File: src/rtl/apb_requester.sv
// APB requester: accepts one valid/ready command at a time and runs it as an
// APB SETUP/ACCESS transfer. It returns a one-cycle response with a wait-state timeout.
module apb_requester #(
    parameter int addrWidth     = 2,
    parameter int dataWidth     = 8,
    parameter int timeoutCycles = 16
) (
    input  logic                 clk_i,
    input  logic                 rst_ni,
    input  logic                 cmd_valid_i,
    output logic                 cmd_ready_o,
    input  logic                 cmd_write_i,
    input  logic [addrWidth-1:0] cmd_addr_i,
    input  logic [dataWidth-1:0] cmd_wdata_i,
    output logic                 rsp_valid_o,
    output logic [dataWidth-1:0] rsp_rdata_o,
    output logic                 rsp_err_o,
    output logic                 rsp_timeout_o,
    output logic                 sel_o,
    output logic                 enable_o,
    output logic                 write_o,
    output logic [addrWidth-1:0] addr_o,
    output logic [dataWidth-1:0] wdata_o,
    input  logic [dataWidth-1:0] rdata_i,
    input  logic                 ready_i,
    input  logic                 slverr_i
);

    localparam int CntWidth = (timeoutCycles > 0 && $clog2(timeoutCycles + 1) > 1)
                              ? $clog2(timeoutCycles + 1) : 1;
    localparam int LastWait = (timeoutCycles > 0) ? timeoutCycles - 1 : 0;

    typedef enum logic [1:0] {
        IDLE,
        SETUP,
        ACCESS
    } state_e;

    state_e                state_q;
    logic [CntWidth-1:0]   waitCnt_q;
    logic                  sel_q;
    logic                  enable_q;
    logic                  write_q;
    logic [addrWidth-1:0]  addr_q;
    logic [dataWidth-1:0]  wdata_q;
    logic                  rspValid_q;
    logic [dataWidth-1:0]  rspRdata_q;
    logic                  rspErr_q;
    logic                  rspTimeout_q;
    logic                  timeoutHit;

    // A timeout of zero leaves the slave free to stall forever.
    assign timeoutHit = (timeoutCycles > 0) && (waitCnt_q == CntWidth'(LastWait));

    always_ff @(posedge clk_i or negedge rst_ni) begin
        if (!rst_ni) begin
            state_q      <= IDLE;
            waitCnt_q    <= '0;
            sel_q        <= 1'b0;
            enable_q     <= 1'b0;
            write_q      <= 1'b0;
            addr_q       <= '0;
            wdata_q      <= '0;
            rspValid_q   <= 1'b0;
            rspRdata_q   <= '0;
            rspErr_q     <= 1'b0;
            rspTimeout_q <= 1'b0;
        end else begin
            rspValid_q <= 1'b0;
            case (state_q)
                IDLE: begin
                    if (cmd_valid_i) begin
                        write_q  <= cmd_write_i;
                        addr_q   <= cmd_addr_i;
                        wdata_q  <= cmd_wdata_i;
                        sel_q    <= 1'b1;
                        enable_q <= 1'b0;
                        state_q  <= SETUP;
                    end
                end
                SETUP: begin
                    enable_q  <= 1'b1;
                    waitCnt_q <= '0;
                    state_q   <= ACCESS;
                end
                ACCESS: begin
                    // A ready slave always wins over a timeout on the same edge.
                    if (ready_i) begin
                        rspValid_q   <= 1'b1;
                        rspRdata_q   <= write_q ? '0 : rdata_i;
                        rspErr_q     <= slverr_i;
                        rspTimeout_q <= 1'b0;
                        sel_q        <= 1'b0;
                        enable_q     <= 1'b0;
                        state_q      <= IDLE;
                    end else if (timeoutHit) begin
                        rspValid_q   <= 1'b1;
                        rspRdata_q   <= '0;
                        rspErr_q     <= 1'b1;
                        rspTimeout_q <= 1'b1;
                        sel_q        <= 1'b0;
                        enable_q     <= 1'b0;
                        state_q      <= IDLE;
                    end else if (waitCnt_q != '1) begin
                        waitCnt_q <= waitCnt_q + CntWidth'(1);
                    end
                end
                default: begin
                    sel_q    <= 1'b0;
                    enable_q <= 1'b0;
                    state_q  <= IDLE;
                end
            endcase
        end
    end

    assign cmd_ready_o   = (state_q == IDLE);
    assign rsp_valid_o   = rspValid_q;
    assign rsp_rdata_o   = rspRdata_q;
    assign rsp_err_o     = rspErr_q;
    assign rsp_timeout_o = rspTimeout_q;
    assign sel_o         = sel_q;
    assign enable_o      = enable_q;
    assign write_o       = write_q;
    assign addr_o        = addr_q;
    assign wdata_o       = wdata_q;

endmodule
File: config.mk
export PLATFORM = sky130hd
export DESIGN_NAME = apb_requester
export DESIGN_NICKNAME = d
export VERILOG_FILES = /design/src/rtl/apb_requester.sv
export SDC_FILE = /design/constraint.sdc
export NUM_CORES = 1
export LEC_CHECK = 0
export BUFFER_PORTS_ARGS = -buffer_cell sky130_fd_sc_hd__buf_2
export CORE_UTILIZATION = 40
export DETAILED_ROUTE_END_ITERATION = 6
export GPL_TIMING_DRIVEN = 0
export PLACE_DENSITY_LB_ADDON = 0.25
export SLEW_MARGIN = 10
export SYNTH_ARGS = -nofsm -noshare
export SYNTH_HDL_FRONTEND = slang
export SYNTH_SLANG_ARGS = --single-unit
File: constraint.sdc
create_clock -name clk_i -period 3.1 [get_ports clk_i]
set_clock_uncertainty 0.2 [all_clocks]
set_input_delay 0.155 -clock clk_i [delete_from_list [all_inputs] [get_ports clk_i]]
set_output_delay 0.155 -clock clk_i [all_outputs]
set_load 0.1 [all_outputs]
==> flow_summary_export.csv, run 1 <==
group,metric,value,unit
route,antenna_left,0,
timing,rsz0062_at_grt,"no",
critical_path,worstPathArrival,2.56,ns
final_layout,post-route-util,62.8,%
yosys,synth_seq_cells,30,
placed_design,globalplace.congestion,0.748,
final_layout,nNetsFinal,195,
timing,slew_headroom,55.6,%
critical_path,crit_top_cell,"ha_1",
timing,min_period_over_period,82.1,%
route,wl_per_cell,14.1,um
timing,min_period,2.55,ns
global_routing,grt.total_usage,18.8,%
timing,max_slew.worst_pin.slew,0.661,ns
critical_path,crit_family,"simple AND/OR/NAND/NOR gates",
cts,cts_max_level,2,
timing,finalSetupViolations,0,
cts,worstSkewPairLatency,0.33,ns
cts,cts_resized,0,
placed_design,placedCellCount,170,
cts,cts_buffer_depth,2,
route,drt_iter0_drc,43,
outcome,status,"finished, violations left",
die,core,2830,um2
route,viasPerCell,5.05,
global_routing,grt_pass1_vias,1019,
yosys,synth_nets,118,
final_layout,synthToLayoutAreaGrowth,45.9,%
critical_path,cp_num_buf_inv,1,
die,rows,19,
yosys,synth_cell_types,25,
timing,final_max_slew_viol_count,0,
critical_path,end_kind,"register",
global_routing,grt_pass1_wl,4470,um
cts,cts_tree,"done",
hold_path,hold_path.class,"in -> reg",
global_routing,antenna_found_initial,0,
cts,clock-sinks,30,
final_layout,diodes,0,
yosys,synthesis.area,1220,um2
die,dieArea,3270,um2
cts,cts_setup_buffers,0,
critical_path,cp-start-kind,"register",
cts,path_clk_slew,0.09,ns
critical_path,path_cells,"ha_1, and3_1, ha_1, or4b_1, buf_2, or2_4, o41ai_1",
yosys,synthCells,91,
die,num_io_pins,49,
final_layout,fillers,225,
timing,fmax,393,MHz
global_routing,grt_max_degree,31,
final_layout,stdcell_count,200,
placed_design,port_buffers,48,
outcome,violations,"DRC",
cts,clockRootBuffer,"clkbuf_4",
timing,timing.final.hold_violations,0,
die,die_h,57.2,um
timing,fin_setup_tns,0,ns
final_layout,seq_area,751,um2
critical_path,ff2ff_setup_slack,0.55,ns
yosys,seq_area_frac_synth,61.6,%
route,drc,7,
cts,holdBufCountCts,22,
yosys,synth_area_per_cell,13.4,um2
final_layout,multi_input_area,439,um2
die,chipWidth,57.2,um
route,first_pass_iters,7,
critical_path,slowest_delay,0.46,ns
critical_path,critPathMaxFanout,8,
final_layout,drive_above_1_share,42.6,%
cts,cts-buffers-inserted,5,
placed_design,place_hpwl,1810,um
route,dr_total_vias,1009,
die,start_util,43.1,%
critical_path,worstSetupPathType,"reg -> reg",
global_routing,grt_overflow,0,
yosys,yosys_warnings,0,
route,wl,2810,um
critical_path,critPathRequiredTime,3.11,ns
critical_path,slowest_stage,"or4b_1",
flow_run,maxCapViolations,0,
-- routing by layer --
metal	vias to the layer above	wire length (um)	GRT usage (%)
li1	491	-	-
met1	473	1160	20.4
met2	36	1420	32.4
met3	9	144	5.22
met4	0	80	11.8
met5	-	0	0
-- cells in the final DEF, fill, tap and decap left out --
cell	Yosys	routed
a21oi_1	3	3
a22o_1	8	8
and2b_2	2	2
and3_1	1	1
buf_2	2	50
clkbuf_1	0	1
clkbuf_4	0	5
clkbuf_8	0	1
clkinv_2	0	1
dfrtp_1	30	30
dlygate4sd3_1	0	22
ha_1	3	3
inv_1	5	5
mux2_2	11	11
nand2_1	2	2
nand2b_1	1	1
nand3_1	1	1
nand3b_1	1	1
nor2_1	3	3
nor2b_1	1	1
o211ai_1	5	5
o21ai_1	4	4
o22a_1	1	1
o22ai_1	1	1
o311ai_1	1	1
o41ai_1	1	1
or2_4	1	1
or2b_2	1	1
or4_1	1	1
or4b_1	1	1
-- worst register-to-register path, stage by stage, from the launching register on --
cell	delay, ns
dfrtp_1	0.42
ha_1	0.22
and3_1	0.20
ha_1	0.23
or4b_1	0.46
buf_2	0.17
or2_4	0.26
o41ai_1	0.27
-- synthesized netlist by cell type --
library cell	count	share of area (%)
and2b_2	2	1.4
inv_1	5	1.5
ha_1	3	3.1
or4_1	1	0.62
mux2_2	11	10
nand2b_1	1	0.51
o22ai_1	1	0.51
or2_4	1	0.72
o211ai_1	5	3.1
o21ai_1	4	1.6
dfrtp_1	30	62
or2b_2	1	0.72
or4b_1	1	0.82
nor2b_1	1	0.51
o41ai_1	1	0.72
and3_1	1	0.51
a22o_1	8	5.7
nand3b_1	1	0.62
nand2_1	2	0.62
o311ai_1	1	0.72
nand3_1	1	0.41
a21oi_1	3	1.2
nor2_1	3	0.92
o22a_1	1	0.72
buf_2	2	0.82
-- kinds of logic (layout without fill, tap and decap cells) --
kind of cell | count (synthesis) | count (layout) | share of synthesized area [%]
fa+ha+maj | 3 | 3 | 3.08
buf+inv | 7 | 85 | 2.36
flops | 30 | 30 | 61.6
mux | 11 | 11 | 10.2
compound gates | 24 | 24 | 14.4
simple gates | 16 | 16 | 8.42
-- worst paths after layout --
path                       cells past startpoint        endpoint           start
setup / recovery                               7    waitCnt_q[2]    waitCnt_q[0]
hold / removal                                 4           sel_o     cmd_valid_i
setup reg to reg                               7    waitCnt_q[2]    waitCnt_q[0]
hold reg to reg                                1  rsp_rdata_o[2]  rsp_rdata_o[2]
max in group asynchronous                      2  rsp_rdata_o[2]          rst_ni
min in group asynchronous                      2    waitCnt_q[1]          rst_ni
-- cell type report --
| class | count | area share (%) |
|---|---|---|
| flip-flops and latches | 30 | 42.2 |
| repair buffers | 70 | 25.9 |
| plain buffers | 2 | 0.563 |
| clock inverters | 1 | 0.281 |
| inverters | 5 | 1.06 |
| clock buffers | 7 | 3.10 |
| well taps | 31 | 2.18 |
| multi-input cells | 54 | 24.7 |
-- metrics by stage --
step / instance area [um2] / hold WS, ns / worst slack, ns
final: 1780 / 0.0615 / 0.555
after detailed placement: 1500 / 0.0296 / 0.565
after CTS: 1780 / 0.0571 / 0.538
after global placement: 1500 / 0.0200 / 0.611
after floorplan: 1220 / -0.341 / 0.541
after global routing: 1780 / 0.0960 / 0.405
-- registers in the layout, indices dropped and copies added, names as in the netlist --
name / count
addr_o: 2
rsp_err_o: 1
rsp_rdata_o: 8
rsp_timeout_o: 1
rsp_valid_o: 1
sel_o: 1
state_q: 2
waitCnt_q: 5
wdata_o: 8
write_o: 1
Power of run 1 is left out: the tool's default activity adds up to more than one toggle a clock period on the data nets, which glitch-free logic cannot reach.
==> run 2: changes to the inputs <==
--- a/config.mk
+++ b/config.mk
@@ -5,6 +5,7 @@
 export SDC_FILE = /design/constraint.sdc
 export NUM_CORES = 1
 export LEC_CHECK = 0
+export ABC_AREA = 1
 export BUFFER_PORTS_ARGS = -buffer_cell sky130_fd_sc_hd__buf_2
 export CORE_UTILIZATION = 40
 export DETAILED_ROUTE_END_ITERATION = 6
==> constraint.sdc (replaced) <==
create_clock -name clk_i -period 2.6 [get_ports clk_i]
set_clock_uncertainty 0.2 [all_clocks]
set_input_delay 0.13 -clock clk_i [delete_from_list [all_inputs] [get_ports clk_i]]
set_output_delay 0.13 -clock clk_i [all_outputs]
set_load 0.1 [all_outputs]
==> run 2 against run 1 <==
Compared with the run above:
- wire length rose by 5.1%
- flip-flop and latch count did not move
- core utilization rose by 0.27 points
- largest cell class unchanged
- critical path depth did not move
- the flow now finishes without violations
==> flow_summary_export.csv, run 2 <==
group,metric,value,unit
outcome,status,"finished, final reports clean",
yosys,synth_nets,181,
yosys,seq_area_frac_synth,57.9,%
timing,max_slew.worst_pin.slew,0.636,ns
die,num_io_pins,49,
global_routing,grt_pass1_vias,1189,
cts,cts_max_level,2,
cts,cts_setup_buffers,0,
global_routing,grt_overflow,0,
timing,fmax,438,MHz
yosys,synth_cell_types,16,
route,wl_per_cell,10.5,um
yosys,synthCells,154,
die,core,3050,um2
flow_run,maxCapViolations,0,
timing,min_period_over_period,87.8,%
cts,cts_buffer_depth,2,
cts,cts_tree,"done",
route,first_pass_iters,4,
yosys,yosys.area.top_type_share,57.9,%
yosys,yosys_warnings,0,
timing,min_period,2.28,ns
final_layout,final_cell_mix,"nand2_1, buf_2, dfrtp_1",
timing,whs,0.147,ns
yosys,synthArstFlopShare,100,%
global_routing,grt_max_degree,31,
timing,slew_headroom,57.6,%
yosys,yosys.area.top_type,"dfrtp_1",
critical_path,ff2ff_setup_slack,0.32,ns
timing,finalSetupViolations,0,
timing,timing.final.hold_violations,0,
yosys,synth_edf_count,0,
final_layout,final_common_cell,"nand2_1",
placed_design,globalplace.congestion,0.720,
yosys,ys_top_cells_by_area,"dfrtp_1, nand2_1, inv_1",
critical_path,slowest_stage,"dlygate4sd3_1",
final_layout,stdcell_count,281,
critical_path,r2r_end,"write_o",
final_layout,nNetsFinal,263,
critical_path,worstPathArrival,2.34,ns
critical_path,worstSetupPathType,"reg -> reg",
die,start_util,42.5,%
placed_design,port_buffers,48,
critical_path,crit_family,"buffers and inverters",
die,dieArea,3480,um2
global_routing,grt_pass1_wl,4990,um
yosys,synthesis.area,1300,um2
die,die_h,59.0,um
global_routing,antenna_found_initial,0,
critical_path,crit_top_cell,"dlygate4sd3_1",
critical_path,path_cells,"nor2_2, nand2_2, inv_2, nand2_1, dlygate4sd3_1, o21ai_0, dlygate4sd3_1",
route,antenna_left,0,
timing,fin_setup_tns,0,ns
placed_design,placedCellCount,246,
critical_path,worstRegToRegCells,7,
final_layout,drive_above_1_share,27.8,%
cts,worstSkewPairLatency,0.33,ns
route,drc,0,
critical_path,critPathRequiredTime,2.66,ns
hold_path,hold_path.class,"in -> async",
die,rows,20,
yosys,synth_commonest_cells,"nand2_1, dfrtp_1, inv_1",
placed_design,place_hpwl,1940,um
timing,rsz0062_at_grt,"no",
route,viasPerCell,4.32,
critical_path,critPathMaxFanout,4,
critical_path,end_kind,"register",
route,wl,2950,um
route,dr_total_vias,1215,
yosys,synth_area_per_cell,8.43,um2
critical_path,cp-start-kind,"register",
yosys,ys.flop_type,"dfrtp_1",
final_layout,diodes,0,
critical_path,cp_num_buf_inv,3,
critical_path,r2r_start,"state_q[0]",
timing,final_max_slew_viol_count,0,
cts,path_clk_slew,0.10,ns
global_routing,grt.total_usage,19.7,%
route,drt_iter0_drc,57,
placed_design,place_area,1590,um2
yosys,yosysMostFrequentCell,"nand2_1",
yosys,synth_seq_cells,30,
cts,clock-sinks,30,
critical_path,slowest_delay,0.55,ns
die,chipWidth,59.0,um
final_layout,fin_area,1930,um2
final_layout,synthToLayoutAreaGrowth,48.5,%
cts,cts-buffers-inserted,5,
cts,clockRootBuffer,"clkbuf_4",
[run 2: cell count changes in the layout (fill, tap and decap cells not counted), sizes merged, moves of 6 or more]
cell   before  now
a22o        8    0
inv         5   15
mux2       11    0
nand2       2   78
o21ai       4   10
[run 2: logic make-up after synthesis]
group           synth area share (%)
flops                           57.9
compound gates                  3.86
simple gates                    28.6
fa+ha+maj                       2.89
buf+inv                         6.75
[run 2: stage by stage]
| step | worst slack [ns] | util [%] |
|---|---|---|
| after floorplan | 0.0543 | - |
| after global placement | 0.753 | 52.2 |
| after detailed placement | 0.704 | 52.2 |
| after CTS | 0.317 | 63.1 |
| after global routing | 0.207 | 63.1 |
| final | 0.317 | 63.1 |
[run 2: worst max path at each step]
stage / start / to / cells past startpoint
floorplan: state_q[1] / addr_o[0] / 5
global placement: waitCnt_q[0] / waitCnt_q[2] / 10
detailed placement: waitCnt_q[0] / waitCnt_q[1] / 10
CTS: state_q[0] / write_o / 7
global route: state_q[0] / write_o / 7
finish: state_q[0] / write_o / 7
[run 2: repair_timing]
item,in CTS,in global routing
gates resized for setup,0,0
hold buffers,27,0
endpoints found under the hold margin,54,0
[run 2: final cells by class]
class | instances | area, um2
clock buffers | 6 | 51.3
flip-flops and latches | 30 | 751
fillers | 275 | 1130
well taps | 44 | 55.1
inverters | 16 | 60.1
multi-input cells | 105 | 459
repair buffers | 75 | 510
clock inverters | 2 | 12.5
plain buffers | 3 | 27.5
[run 2: worst register-to-register path: stages (launching register included)]
cell and delay [ns]:
dfrtp_1 0.45, nor2_2 0.18, nand2_2 0.09, inv_2 0.09, nand2_1 0.05, dlygate4sd3_1 0.54, o21ai_0 0.06, dlygate4sd3_1 0.55
[run 2: routing by layer]
metal / global-route usage (%) / vias up / wire [um]
met5: 0 / - / 0
met4: 8.16 / 0 / 15
met3: 6.59 / 2 / 149
met2: 33.6 / 32 / 1560
met1: 22.6 / 548 / 1220
li1: - / 633 / -
Power of run 2 is left out for the same reason.
